$ cat src/rtl/bitstream_frame_ctrl_if.sv
// Host/fabric-side signal bundle of the bitstream frame sequencer.
// The slave modport is the sequencer itself; master is whoever drives requests.
interface bitstream_frame_ctrl_if #(
  parameter int CNT_W = 11
) ();
  logic             start;
  logic             abort;
  logic             stream_in;
  logic             result_ready;
  logic             gen_n_rst;
  logic             gen_en;
  logic             busy;
  logic             result_valid;
  logic [CNT_W-1:0] bit_idx;
  logic [CNT_W-1:0] count;

  modport master (
    output start, abort, stream_in, result_ready,
    input  gen_n_rst, gen_en, bit_idx, busy, result_valid, count
  );

  modport slave (
    input  start, abort, stream_in, result_ready,
    output gen_n_rst, gen_en, bit_idx, busy, result_valid, count
  );
endinterface

$ cat src/rtl/bitstream_frame_ctrl.sv
// Frame sequencer: realigns the constant-bitstream generators, runs one frame,
// counts ones on the network output and hands the count over with valid/ready.
module bitstream_frame_ctrl #(
  parameter int LENGTH       = 1092,
  parameter int ALIGN_CYCLES = 2,
  parameter int LAT          = 0,
  parameter int CNT_W        = $clog2(LENGTH + 1)
) (
  input logic                   clk,
  input logic                   n_rst,
  bitstream_frame_ctrl_if.slave bus
);
  localparam int AW = (ALIGN_CYCLES > 1) ? $clog2(ALIGN_CYCLES) : 1;
  localparam int PW = (LAT > 0) ? LAT : 1;

  typedef enum logic [2:0] {IDLE, ALIGN, RUN, DRAIN, DONE} state_t;

  state_t           state_q, state_d;
  logic [AW-1:0]    align_cnt_q, align_cnt_d;
  logic [3:0]       drain_cnt_q, drain_cnt_d;
  logic [CNT_W-1:0] bit_idx_q, bit_idx_d;
  logic [CNT_W-1:0] count_q, count_d;
  logic [PW-1:0]    en_pipe_q, en_pipe_d;
  logic             gen_n_rst_q, gen_n_rst_d;
  logic             gen_en_q, gen_en_d;
  logic             busy_q, busy_d;
  logic             result_valid_q, result_valid_d;
  logic             cnt_en;
  logic             abort_now;

  // gen_en delayed by LAT cycles lines each sampled stream bit up with its generator bit
  assign cnt_en = (LAT == 0) ? gen_en_q : en_pipe_q[PW-1];

  always_comb begin
    state_d     = state_q;
    align_cnt_d = align_cnt_q;
    drain_cnt_d = drain_cnt_q;
    bit_idx_d   = '0;
    count_d     = count_q;
    en_pipe_d   = (en_pipe_q << 1) | PW'(gen_en_q);
    abort_now   = 1'b0;

    if (cnt_en && bus.stream_in) begin
      count_d = count_q + CNT_W'(1);
    end

    case (state_q)
      IDLE: begin
        if (bus.start) begin
          state_d     = ALIGN;
          align_cnt_d = '0;
          count_d     = '0;
        end
      end
      ALIGN: begin
        if (align_cnt_q == AW'(ALIGN_CYCLES - 1)) begin
          state_d = RUN;
        end else begin
          align_cnt_d = align_cnt_q + AW'(1);
        end
      end
      RUN: begin
        if (bit_idx_q == CNT_W'(LENGTH - 1)) begin
          state_d     = (LAT > 0) ? DRAIN : DONE;
          drain_cnt_d = '0;
        end else begin
          bit_idx_d = bit_idx_q + CNT_W'(1);
        end
      end
      DRAIN: begin
        if (drain_cnt_q == 4'(LAT - 1)) begin
          state_d = DONE;
        end else begin
          drain_cnt_d = drain_cnt_q + 4'd1;
        end
      end
      DONE: begin
        if (bus.result_ready) begin
          state_d = IDLE;
        end
      end
      default: state_d = IDLE;
    endcase

    // Abort drops the frame and pulses the generator reset so they cannot free-run misaligned
    if (bus.abort && (state_q != IDLE)) begin
      state_d   = IDLE;
      abort_now = 1'b1;
      count_d   = '0;
      en_pipe_d = '0;
      bit_idx_d = '0;
    end

    gen_n_rst_d    = (state_d != ALIGN) && !abort_now;
    gen_en_d       = (state_d == RUN);
    busy_d         = (state_d != IDLE);
    result_valid_d = (state_d == DONE);
  end

  always_ff @(posedge clk) begin
    if (!n_rst) begin
      state_q        <= IDLE;
      align_cnt_q    <= '0;
      drain_cnt_q    <= '0;
      bit_idx_q      <= '0;
      count_q        <= '0;
      en_pipe_q      <= '0;
      gen_n_rst_q    <= 1'b0;
      gen_en_q       <= 1'b0;
      busy_q         <= 1'b0;
      result_valid_q <= 1'b0;
    end else begin
      state_q        <= state_d;
      align_cnt_q    <= align_cnt_d;
      drain_cnt_q    <= drain_cnt_d;
      bit_idx_q      <= bit_idx_d;
      count_q        <= count_d;
      en_pipe_q      <= en_pipe_d;
      gen_n_rst_q    <= gen_n_rst_d;
      gen_en_q       <= gen_en_d;
      busy_q         <= busy_d;
      result_valid_q <= result_valid_d;
    end
  end

  assign bus.gen_n_rst    = gen_n_rst_q;
  assign bus.gen_en       = gen_en_q;
  assign bus.bit_idx      = bit_idx_q;
  assign bus.busy         = busy_q;
  assign bus.result_valid = result_valid_q;
  assign bus.count        = count_q;
endmodule

$ cat src/flat_wrapper.sv
// flat-port wrapper written by rule: the top's interface ports become plain ports
module bitstream_frame_ctrl_flat 
#(
  parameter int LENGTH       = 1092,
  parameter int ALIGN_CYCLES = 2,
  parameter int LAT          = 0,
  parameter int CNT_W        = $clog2(LENGTH + 1)
)
  (clk, n_rst, bus_start, bus_abort, bus_stream_in, bus_result_ready, bus_gen_n_rst, bus_gen_en, bus_bit_idx, bus_busy, bus_result_valid, bus_count);
  bitstream_frame_ctrl_if #(.CNT_W(CNT_W)) bus_i ();
  input logic clk;
  input logic n_rst;
  input wire logic [$bits(bus_i.start)-1:0] bus_start;
  input wire logic [$bits(bus_i.abort)-1:0] bus_abort;
  input wire logic [$bits(bus_i.stream_in)-1:0] bus_stream_in;
  input wire logic [$bits(bus_i.result_ready)-1:0] bus_result_ready;
  output wire logic [$bits(bus_i.gen_n_rst)-1:0] bus_gen_n_rst;
  output wire logic [$bits(bus_i.gen_en)-1:0] bus_gen_en;
  output wire logic [$bits(bus_i.bit_idx)-1:0] bus_bit_idx;
  output wire logic [$bits(bus_i.busy)-1:0] bus_busy;
  output wire logic [$bits(bus_i.result_valid)-1:0] bus_result_valid;
  output wire logic [$bits(bus_i.count)-1:0] bus_count;
  assign bus_i.start = bus_start;
  assign bus_i.abort = bus_abort;
  assign bus_i.stream_in = bus_stream_in;
  assign bus_i.result_ready = bus_result_ready;
  assign bus_gen_n_rst = bus_i.gen_n_rst;
  assign bus_gen_en = bus_i.gen_en;
  assign bus_bit_idx = bus_i.bit_idx;
  assign bus_busy = bus_i.busy;
  assign bus_result_valid = bus_i.result_valid;
  assign bus_count = bus_i.count;
  bitstream_frame_ctrl #(.LENGTH(LENGTH), .ALIGN_CYCLES(ALIGN_CYCLES), .LAT(LAT), .CNT_W(CNT_W)) u_core (.clk(clk), .n_rst(n_rst), .bus(bus_i));
endmodule
$ cat config.mk
export PLATFORM = sky130hd
export DESIGN_NAME = bitstream_frame_ctrl_flat
export DESIGN_NICKNAME = d
export VERILOG_FILES = /design/src/rtl/bitstream_frame_ctrl_if.sv /design/src/rtl/bitstream_frame_ctrl.sv /design/src/flat_wrapper.sv
export SDC_FILE = /design/constraint.sdc
export NUM_CORES = 1
export LEC_CHECK = 0
export BUFFER_PORTS_ARGS = -buffer_cell sky130_fd_sc_hd__buf_2
export CORE_UTILIZATION = 46
export CTS_BUF_LIST = sky130_fd_sc_hd__clkbuf_2
export CTS_CLUSTER_SIZE = 8
export DETAILED_ROUTE_END_ITERATION = 12
export PLACE_DENSITY = 0.68
export SLEW_MARGIN = 15
export SYNTH_ARGS = -nofsm -noshare
export SYNTH_HDL_FRONTEND = slang
export SYNTH_SLANG_ARGS = --single-unit
$ cat constraint.sdc
create_clock -name clk -period 1.99 [get_ports clk]
set_input_delay 0.0995 -clock clk [delete_from_list [all_inputs] [get_ports clk]]
set_output_delay 0.0995 -clock clk [all_outputs]
set_load 0.01 [all_outputs]
Word level (Yosys, flattened, before mapping)
Index checks and enable logic that the tools add are counted.

Bits in registers: 34. Input bits: 6. Output and inout bits: 26. Logic and storage cells: 57.

Add/sub/neg operators: 4. Equality and inequality tests: 12. Mux-type cells: 17. Bitwise logic cells: 2. Reductions and logical operators: 13.

Operators by type and width (number): $mux W11 (3); $add A11 B1 Y11 const B (2); $mux W3 (6); $pmux W3 S5 (1); $eq A11 B11 Y1 const B (1); $eq A3 B2 Y1 const B (3); $mux W4 (2); $pmux W4 S2 (1); $eq A3 B3 Y1 const B (2); $reduce_bool A3 Y1 (2); $add A4 B1 Y4 const B (1); $eq A4 B4 Y1 const B (1); $ne A2 B2 Y1 const B (2); $reduce_bool A2 Y1 (2); $reduce_or A4 Y1 (1); $eq A3 B1 Y1 const B (1); $logic_and A1 B1 Y1 (3); $logic_not A3 Y1 (1); $mux W1 (3); $ne A3 B1 Y1 const B (1); $reduce_and A3 Y1 (1); $ne A2 B1 Y1 const B (1); $not A1 Y1 (2); $pmux W1 S2 (1); 4 further kinds (4).

Logic depth before layout (Yosys ltp)
Depth in word-level cells: 6. Mapped depth: 6. Depth with buffers taken out: 5.

Worst setup path before layout
OpenSTA, ideal clock, no wires.

Kind: reg2reg. From: reg u_core.bit_idx_q[0] (netlist: u_core.bus.bit_idx[0]). To: reg u_core.drain_cnt_q[2]. Setup time: 0.059 ns. Arrival time: 1.663 ns. Required time: 1.931 ns. Path slack: 0.269 ns. Cell stages (with the launch flop): 6. Buffers on the path: 0. Clock period less this slack: 1.721 ns. Cells stage by stage: dfxtp_1 -> ha_1 -> and4bb_1 -> nand4_2 -> a2111o_1 -> nand2_1.

Cells in the longest elaborated chain, start to end: 3.

Ends and longest elaborated chain: from (decl) (line bitstream_frame_ctrl.sv:21) `logic [CNT_W-1:0] bit_idx_q, bit_idx_d;`; from (signal assigned) (line bitstream_frame_ctrl.sv:116) `bit_idx_q <= bit_idx_d;`; $eq A11 B11 Y1 (line bitstream_frame_ctrl.sv:63) `if (bit_idx_q == CNT_W'(LENGTH - 1)) begin`; $ne A2 B1 Y1 (no source line); $reduce_and A3 Y1 (no source line); to (signal assigned) (line bitstream_frame_ctrl.sv:115) `drain_cnt_q <= drain_cnt_d;`; to (decl) (line bitstream_frame_ctrl.sv:20) `logic [3:0] drain_cnt_q, drain_cnt_d;`.

No other way between the ends. A chain may end at the register's enable or synchronous reset.

Worst setup path after layout
Ends and elaborated chain as after synthesis.

==> impl_metrics.py <==
metrics = {
    "setup_path": {
        "cp.arrival_ps": 2080,
        "criticalPathCategory": "flop to flop",
        "r2r_slack_ps": 230,
        "worst_r2r_endpoint": "u_core.drain_cnt_q[2]$_SDFFE_PN0P_",
        "startpoint": "u_core.bus.bit_idx[0]$_SDFF_PP0_",
        "critPathLaunchType": "flop",
        "worst-r2r-cell-count": 5,
        "crit_fanout": 9,
        "required_ps": 2310,
        "critPathCaptureType": "flop",
        "r2r-start": "u_core.bus.bit_idx[0]$_SDFF_PP0_",
    },
    "route": {
        "first_pass_iters": 4,
        "vias": 1408,
        "drtAntennaViolNets": 0,
        "drt-wirelength-per-cell_um": 13.2,
        "drc": 0,
        "drt_iter0_drc": 96,
        "totalWireLength_um": 3440,
        "drt-vias-per-instance": 5.39,
    },
    "logic_synthesis": {
        "synth_compound_area_frac": 0.112,
        "avgSynthCellArea_um2": 9.33,
        "synthSimpleGateAreaFrac": 0.307,
        "yosysSeqAreaShare": 0.414,
        "synth_cell_type_count": 47,
        "synthMuxAreaShare": 0,
        "synth_nets": 185,
        "yosysWarnings": 0,
        "async_flop_share": 0,
        "synth-seq-cells": 34,
        "netlist_area_um2": 1640,
        "synth_edf_count": 0,
        "synth_cells": 176,
        "synth_top_family_by_area": "simple AND/OR/NAND/NOR gates",
        "synthAdderAreaFrac": 0.0297,
        "synth_ff_type": "dfxtp_1",
        "yosys.area_share.xor_xnor": 0.107,
    },
    "clock_network": {
        "clk_pin_slew_ps": 180,
        "cts_tree": "yes",
        "cts_setup_buffers": 0,
        "clockRootBuffer": "clkbuf_2",
        "cts_resized": 0,
        "cts_max_level": 2,
        "insertion_delay_ps": 380,
        "cts.sinks": 34,
        "clk_path_buf_depth": 2,
        "numCtsBuffers": 5,
    },
    "finish": {
        "diodes": 0,
        "fill_cells": 310,
        "syn2layout_area_growth_pct": 15.5,
        "stdcell_area_um2": 1900,
        "fin_nets": 223,
        "layout-drive-gt1-share": 0.256,
    },
    "pwr": {
        "power.density_nw_per_um2": 568,
        "peakVddDrop_uv": 383,
        "power_mw": 1.08,
        "leakage_nw": 0.739,
    },
    "timing": {
        "max_freq_ghz": 0.568,
        "relSlewSlack": 0.489,
        "rsz0062_at_grt": "false",
        "setup_viol": 0,
        "min_period_ps": 1760,
        "fin_tns_setup_ps": 0,
        "fin_skew_ps": 24.0,
        "slew_viol_final": 0,
        "hold_viol_final": 0,
        "min_period_over_period": 0.885,
        "tightest_slew_ps": 762,
    },
    "worst_hold_path": {
        "hold_start": "n_rst",
        "hp-class": "input port to flop",
        "holdPathStages": 2,
        "min_delay_worst_endpoint": "u_core.bus.busy$_SDFF_PN0_",
    },
    "die": {
        "core.rowCount": 21,
        "die_h_um": 61.8,
        "design.core.area_um2": 3390,
        "io_pins": 32,
        "die_w_um": 61.8,
        "dieArea_um2": 3810,
        "initial_core_util": 0.485,
    },
    "place": {
        "io_buffers": 31,
        "place_area_um2": 1850,
        "gp_congestion": 0.781,
        "place.detailed.hpwl_um": 2560,
    },
    "global_route": {
        "grt_pass1_vias": 1328,
        "grt_max_degree": 13,
        "grt_usage": 0.210,
        "antenna_found_initial": 0,
        "grt_pass1_wl_um": 5770,
        "grt_overflow": 0,
    },
    "run_status": {
        "status": "completed",
    },
    "run": {
        "maxCapViolCount": 0,
    },
}
==> Yosys cell counts (all sizes together), types with 2 or more instances <==
library cell  count  area share
dfxtp            34        0.41
nor2             28       0.064
nand2            14       0.032
nand3            13       0.040
xnor2            12       0.064
xor2              8       0.043
a21oi             5       0.015
inv               5       0.011
nand4             5       0.023
and3              4       0.017
nor4              4       0.019
buf               3       0.017
ha                3       0.023
nor3              3      0.0091
a2111o            2       0.014
a211oi            2      0.0091
and2              2      0.0076
nor3b             2       0.015
nor4b             2       0.011
o2111ai           2       0.011
==> repair_timing <==
item,CTS,global route
endpoints found under the setup margin,0,0
hold buffers,0,1
endpoints found under the hold margin,0,1
==> worst max-delay path: stages, from the launching register on <==
cell and delay (ps):
dfxtp_1 460, ha_1 260, and4bb_1 250, nand4_2 230, a2111o_1 440, nand2_1 70
==> registers in the layout, indices dropped and copies added, names as in the netlist <==
register and cells:
u_core.drain_cnt_q 4, u_core.state_q 3, u_core.bus.busy 1, u_core.bus.bit_idx 11
u_core.bus.gen_n_rst 1, u_core.bus.gen_en 1, u_core.align_cnt_q 1, u_core.bus.count 11
u_core.bus.result_valid 1
==> through the flow <==
step	util	instances	hold WS, ps	worst slack, ps
after floorplan	-	176	218	269
after global placement	0.545	252	404	350
after detailed placement	0.545	252	428	285
after CTS	0.557	260	2.56	219
after global routing	0.560	261	0.203	88.0
final	0.560	261	15.3	228
==> how the worst max path moves through the flow <==
| stage | endpoint | slack [ps] | depth (start not counted) |
|---|---|---|---|
| finish | u_core.drain_cnt_q[2]$_SDFFE_PN0P_ | 230 | 5 |
| global route | u_core.drain_cnt_q[2]$_SDFFE_PN0P_ | 90 | 5 |
| CTS | u_core.drain_cnt_q[2]$_SDFFE_PN0P_ | 220 | 5 |
| detailed placement | u_core.drain_cnt_q[2]$_SDFFE_PN0P_ | 280 | 5 |
| global placement | u_core.drain_cnt_q[2]$_SDFFE_PN0P_ | 350 | 5 |
| floorplan | u_core.drain_cnt_q[2]$_SDFFE_PN0P_ | 270 | 5 |
==> placed cells by master (no fill, tap or decap), types with 3 or more instances in the layout <==
cell type / Yosys / final
ha_1: 3 / 3
nand3_1: 13 / 13
nor3_1: 3 / 3
inv_1: 5 / 5
xnor2_1: 12 / 12
nand2_1: 14 / 14
nor2_1: 28 / 28
buf_4: 0 / 3
xor2_1: 8 / 8
dfxtp_1: 34 / 34
a21oi_1: 5 / 5
clkbuf_2: 0 / 5
nor4_1: 3 / 3
nand4_1: 4 / 4
buf_2: 1 / 31
==> cells by family after synthesis <==
group | count (synthesis)
fa+ha+maj | 4
compound gates | 21
flops | 34
xor+xnor | 20
simple gates | 88
buf+inv | 9
==> report_power, final <==
group | internal [mW] | leakage, nW | switching [mW]
Clock | 0.0801 | 0.0264 | 0.233
Sequential | 0.690 | 0.275 | 0.00983
Combinational | 0.0278 | 0.438 | 0.0366
==> final cells by class <==
class                           instances  area [µm²]  area share
Timing Repair Buffer                   35         188      0.0989
Multi-Input combinational cell        133         912       0.481
Sequential cell                        34         681       0.359
Clock buffer                            5        25.0      0.0132
Inverter                                5        18.8     0.00989
Clock inverter                          3        16.3     0.00857
Tap cell                               46        57.6      0.0303
==> metal layers <==
layer  vias to the layer above  GRT usage  part of all wire
met5                         -          0                 0
met4                         0     0.0762             0.013
met3                         5     0.0683             0.047
met2                        34      0.339              0.48
met1                       661      0.262              0.46
li1                        708          -                 -
Note: power is estimated with default switching activity, not from simulation.
